`src/rtl/gremlin_pkg.sv`:
```
// rtl/gremlin_pkg.sv - shared widths and id-width helper for the gremlin ROM arbiter
package gremlin_pkg;

  localparam int FRAME_W = 3;
  localparam int LINE_W  = 5;
  localparam int PIX_W   = 16;

  // Requester index width; a single requester still needs a 1-bit id port.
  function automatic int gremlin_id_w(input int n);
    return (n <= 2) ? 1 : $clog2(n);
  endfunction

  localparam int GREMLIN_ID_W = gremlin_id_w(4);

endpackage

```
`src/rtl/rr_arbiter.sv`:
```
// rtl/rr_arbiter.sv - combinational round-robin picker starting at a supplied pointer
module rr_arbiter
  import gremlin_pkg::*;
#(
  parameter int N_REQ = 4,
  parameter int ID_W  = gremlin_id_w(N_REQ)
) (
  input  logic [N_REQ-1:0] req,
  input  logic [ID_W-1:0]  ptr,
  input  logic             en,
  output logic [N_REQ-1:0] gnt,
  output logic [ID_W-1:0]  gnt_idx,
  output logic             any
);

  logic [N_REQ-1:0] sel;
  logic             found;

  // Two passes: indices at or above ptr first, then the wrapped-around low indices.
  always_comb begin
    sel     = '0;
    found   = 1'b0;
    gnt_idx = '0;
    for (int i = 0; i < N_REQ; i++) begin
      if (!found && (i >= int'(ptr)) && req[i]) begin
        found   = 1'b1;
        sel[i]  = 1'b1;
        gnt_idx = ID_W'(i);
      end
    end
    for (int i = 0; i < N_REQ; i++) begin
      if (!found && req[i]) begin
        found   = 1'b1;
        sel[i]  = 1'b1;
        gnt_idx = ID_W'(i);
      end
    end
    gnt = en ? sel : '0;
    any = en && found;
  end

endmodule

```
`src/rtl/gremlin_rom_arbiter.sv`:
```
// rtl/gremlin_rom_arbiter.sv - round-robin sharing of the gremlin sprite ROM with a 2-stage tagged pipeline
module gremlin_rom_arbiter
  import gremlin_pkg::*;
#(
  parameter int N_REQ   = 4,
  parameter int FRAME_W = gremlin_pkg::FRAME_W,
  parameter int LINE_W  = gremlin_pkg::LINE_W,
  parameter int PIX_W   = gremlin_pkg::PIX_W,
  parameter int ID_W    = gremlin_id_w(N_REQ)
) (
  input  logic                     clk,
  input  logic                     rst_n,
  input  logic [N_REQ-1:0]         req,
  input  logic [N_REQ*FRAME_W-1:0] req_frame,
  input  logic [N_REQ*LINE_W-1:0]  req_line,
  output logic [N_REQ-1:0]         ack,
  output logic [FRAME_W-1:0]       rom_addr1,
  output logic [LINE_W-1:0]        rom_addr2,
  input  logic [PIX_W-1:0]         rom_data,
  output logic                     rsp_valid,
  input  logic                     rsp_ready,
  output logic [ID_W-1:0]          rsp_id,
  output logic [PIX_W-1:0]         rsp_pixels
);

  logic               adv1, adv2;
  logic [N_REQ-1:0]   gnt;
  logic [ID_W-1:0]    gnt_idx;
  logic               gnt_any;

  logic               s1_valid_q, s1_valid_d;
  logic [ID_W-1:0]    s1_id_q, s1_id_d;
  logic [FRAME_W-1:0] addr1_q, addr1_d;
  logic [LINE_W-1:0]  addr2_q, addr2_d;
  logic [ID_W-1:0]    rr_ptr_q, rr_ptr_d;
  logic               rsp_valid_q, rsp_valid_d;
  logic [ID_W-1:0]    rsp_id_q, rsp_id_d;
  logic [PIX_W-1:0]   rsp_pixels_q, rsp_pixels_d;

  // Stage advance: S2 moves when empty or drained, S1 moves when empty or S2 moves.
  always_comb begin
    adv2 = !rsp_valid_q || rsp_ready;
    adv1 = !s1_valid_q || adv2;
  end

  // Grants are suppressed while reset is asserted so ack reads 0 immediately.
  rr_arbiter #(.N_REQ(N_REQ), .ID_W(ID_W)) u_arb (
    .req     (req),
    .ptr     (rr_ptr_q),
    .en      (adv1 && rst_n),
    .gnt     (gnt),
    .gnt_idx (gnt_idx),
    .any     (gnt_any)
  );

  assign ack        = gnt;
  assign rom_addr1  = addr1_q;
  assign rom_addr2  = addr2_q;
  assign rsp_valid  = rsp_valid_q;
  assign rsp_id     = rsp_id_q;
  assign rsp_pixels = rsp_pixels_q;

  // S1: latch the granted requester's address and tag; pointer moves past the winner.
  always_comb begin
    s1_valid_d = s1_valid_q;
    s1_id_d    = s1_id_q;
    addr1_d    = addr1_q;
    addr2_d    = addr2_q;
    rr_ptr_d   = rr_ptr_q;
    if (adv1) begin
      s1_valid_d = gnt_any;
      if (gnt_any) begin
        s1_id_d  = gnt_idx;
        rr_ptr_d = (gnt_idx == ID_W'(N_REQ - 1)) ? '0 : gnt_idx + ID_W'(1);
        for (int i = 0; i < N_REQ; i++) begin
          if (gnt[i]) begin
            addr1_d = req_frame[i*FRAME_W +: FRAME_W];
            addr2_d = req_line[i*LINE_W +: LINE_W];
          end
        end
      end
    end
  end

  // S2: capture ROM data for a valid S1 entry; a bubble only clears rsp_valid.
  always_comb begin
    rsp_valid_d  = rsp_valid_q;
    rsp_id_d     = rsp_id_q;
    rsp_pixels_d = rsp_pixels_q;
    if (adv2) begin
      rsp_valid_d = s1_valid_q;
      if (s1_valid_q) begin
        rsp_id_d     = s1_id_q;
        rsp_pixels_d = rom_data;
      end
    end
  end

  // Pipeline and pointer registers; reset discards anything in flight.
  always_ff @(posedge clk or negedge rst_n) begin
    if (!rst_n) begin
      s1_valid_q   <= 1'b0;
      s1_id_q      <= '0;
      addr1_q      <= '0;
      addr2_q      <= '0;
      rr_ptr_q     <= '0;
      rsp_valid_q  <= 1'b0;
      rsp_id_q     <= '0;
      rsp_pixels_q <= '0;
    end else begin
      s1_valid_q   <= s1_valid_d;
      s1_id_q      <= s1_id_d;
      addr1_q      <= addr1_d;
      addr2_q      <= addr2_d;
      rr_ptr_q     <= rr_ptr_d;
      rsp_valid_q  <= rsp_valid_d;
      rsp_id_q     <= rsp_id_d;
      rsp_pixels_q <= rsp_pixels_d;
    end
  end

endmodule
```
`config.mk`:
```
export PLATFORM = sky130hd
export DESIGN_NAME = gremlin_rom_arbiter
export DESIGN_NICKNAME = d
export VERILOG_FILES = /design/src/rtl/gremlin_pkg.sv /design/src/rtl/rr_arbiter.sv /design/src/rtl/gremlin_rom_arbiter.sv
export SDC_FILE = /design/constraint.sdc
export NUM_CORES = 1
export LEC_CHECK = 0
export ABC_CLOCK_PERIOD_IN_PS = 1800
export BUFFER_PORTS_ARGS = -buffer_cell sky130_fd_sc_hd__buf_4
export CORE_UTILIZATION = 39
export DETAILED_ROUTE_END_ITERATION = 6
export GPL_ROUTABILITY_DRIVEN = 0
export PLACE_DENSITY = 0.85
export SYNTH_ARGS = -nofsm -noshare
export SYNTH_HDL_FRONTEND = slang
export SYNTH_SLANG_ARGS = --single-unit
```
`constraint.sdc`:
```
create_clock -name clk -period 1.8 [get_ports clk]
set_input_delay 0.45 -clock clk [delete_from_list [all_inputs] [get_ports clk]]
set_output_delay 0.45 -clock clk [all_outputs]
set_load 0.02 [all_outputs]
```
==> flow_summary_export.csv <==
group,metric,value,unit
placement,portBuffers,85,
drt,vias,1570,
global_routing,grt_pass1_wl,7000,um
placement,dpl_cell_area,0.00238,mm^2
global_routing,track_usage,0.223,
timing,finalSetupViolations,4,
synth,ys_seq_elements,32,
floorplanning,chipHeight,64.9,um
critical_path,worst_ep_required_time,1.35,ns
drt,vias_per_cell,5.38,
critical_path,worstSetupPathType,"reg2out",
drt,ant_nets,0,
synth,synth_top_area_cell,"dfrtp_1",
global_routing,antenna_found_initial,0,
flow_run,drv_cap,0,
final_layout,fin_util,0.695,
synth,syn_nets,189,
global_routing,grt_pass1_vias,1498,
synth,synthCells,134,
clocking,clk_path_buf_depth,2,
final_layout,antennaDiodeCount,0,
critical_path,cp.arrival,1.50,ns
clocking,root_buffer,"clkbuf_8",
critical_path,cp-end-kind,"output port",
drt,drcViolationCount,0,
synth,synth_top_area_frac,0.518,
synth,yosysSeqAreaShare,0.518,
final_layout,drive_gt1_frac,0.566,
clocking,htreeDepth,2,
hold_path,hold_path_class,"in2async",
timing,fmax,0.514,GHz
synth,synth_edf_count,0,
synth,post-synth-top-count-cell,"dfrtp_1",
final_layout,syn2layout_area_growth,68.3,%
synth,synthArstFlopShare,1.00,
pwr,cellLeakagePower,1.23,nW
timing,fin_crit,1.95,ns
drt,firstDrtPassIters,4,
clocking,postCtsHoldBufs,0,
global_routing,grt_max_degree,33,
floorplanning,ios,86,
final_layout,design_area,0.00260,mm^2
drt,totalWireLength,4540,um
outcome,violations,"negative setup slack",
floorplanning,initial_utilization,0.413,
synth,synth_warnings,0,
timing,slew_headroom,0.748,
synth,ys_top_cells_by_area,"dfrtp_1 (52%), mux2_1 (13%), a221oi_1 (4.5%)",
synth,syn_avg_cell_area,11.5,um^2
clocking,cts_tree,"built",
timing,slew_violations,0,
critical_path,r2r_cells,8,
floorplanning,num_rows,22,
synth,yosysUniqueCellTypes,33,
clocking,clk_pin_slew_worst_paths,0.07,ns
timing,max_slew.worst_pin.slew,0.378,ns
timing,finalHoldViolCount,0,
critical_path,critPathMaxFanout,4,
floorplanning,core_area,0.00374,mm^2
global_routing,overflow,0,
drt,drt_iter0_drc,66,
synth,netlist_top_cells_count,"dfrtp_1 (32), mux2_1 (18), o21ai_0 (10)",
critical_path,cp-start-kind,"register",
timing,fin_skew,0.00831,ns
placement,hpwl,3310,um
timing,period_share,1.08,
synth,syn_area,0.00155,mm^2
timing,worst_hold_slack,0.193,ns
clocking,cts.sinks,32,
drt,wire_per_inst,15.6,um
outcome,status,"finished with violations",
floorplanning,die_area,0.00422,mm^2
clocking,clock_latency,0.28,ns
clocking,cts_inserted_buffers,5,
placement,place_worst_setup_slack,-0.223,ns
pwr,powerDensity,1180,mW/mm^2
pwr,vdd_drop_max,462,uV
floorplanning,die_x,64.9,um
synth,synth_ff_type,"dfrtp_1",
timing,setup_slack,-0.147,ns
final_layout,nets,299,
timing,grt_setup_unrepaired,"true",
[power breakdown]
part / switching, mW / internal [mW] / leakage [nW] / total [mW]
clock network: 0.239 / 0.340 / 0.0503 / 0.579
logic: 0.709 / 0.718 / 0.812 / 1.43
registers: 0.130 / 0.937 / 0.366 / 1.07
[cell usage in the layout (no fill, tap or decap), types with 2 or more instances in the layout]
| cell | netlist | final |
|---|---|---|
| nand2b_1 | 2 | 2 |
| and2_1 | 4 | 2 |
| nor2_1 | 7 | 6 |
| o22ai_1 | 9 | 9 |
| mux2_1 | 18 | 18 |
| a31oi_1 | 9 | 9 |
| a221oi_2 | 0 | 7 |
| nor2b_2 | 0 | 2 |
| dfrtp_1 | 32 | 31 |
| clkbuf_8 | 0 | 7 |
| buf_6 | 1 | 8 |
| and2_4 | 0 | 2 |
| o21ai_0 | 10 | 10 |
| nand2_1 | 3 | 3 |
| o21a_1 | 3 | 3 |
| buf_4 | 0 | 100 |
[final cells by class]
cell class                 instances  area, um^2
multi-input combinational         94         774
fill                             257        1140
inverter                           2        7.51
sequential                        32         802
timing repair buffer             109         861
clock buffer                       7        96.3
tap                               48        60.1
[stage by stage]
step / cells / TNS, ns / total power, mW
floorplan: 134 / 0 / 1.74
global placement: 282 / -0.894 / 2.34
detailed placement: 282 / -1.27 / 2.38
CTS: 291 / -0.425 / 3.03
global route: 292 / -0.649 / 3.24
finish: 292 / -0.404 / 3.07
[cells by family after synthesis]
kind of cell,Yosys count,synth area share
AOI/OAI and AO/OA,48,0.209
buffers and inverters,8,0.0340
muxes,18,0.131
DFF,32,0.518
and+or+nand+nor,28,0.108
[critical path, stage by stage, from the launching register on]
cell and delay (ns):
dfrtp_1 0.43, nor2b_4 0.15, nor2_2 0.08, nor3b_2 0.05, or2_1 0.24, and2_4 0.14, buf_6 0.12
[per-layer routing]
metal  share of wire  GRT usage  wire length, um
met1            0.39      0.261             1790
met3           0.092     0.0581              416
met5               0          0                0
met4           0.018      0.106               80
met2            0.50      0.376             2250
[what timing repair did]
| action | CTS | global route |
|---|---|---|
| buffers inserted | 2 | 1 |
| setup endpoints to repair | 4 | 11 |
| endpoints found under the hold margin | 0 | 0 |
| pin swaps | 8 | 3 |
| resized for setup | 17 | 9 |
[final timing paths]
kind                              from  slack (ns)             to
setup / recovery           rr_ptr_q[0]       -0.15         ack[2]
hold / removal                   rst_n        0.19   rom_addr2[4]
setup reg to reg           rr_ptr_q[1]        0.10   rom_addr2[0]
hold reg to reg             s1_id_q[1]        0.49      rsp_id[1]
max in group asynchronous        rst_n        1.31    rr_ptr_q[1]
min in group clk           rom_data[9]        0.39  rsp_pixels[9]
[flip-flops by register name, summed over array words and instances (netlist names)]
register    count
s1_id_q         2
rsp_valid       1
s1_valid_q      1
rom_addr1       3
rom_addr2       5
rsp_pixels     16
rr_ptr_q        2
rsp_id          2
No activity file was read; power rests on OpenSTA's default activity.
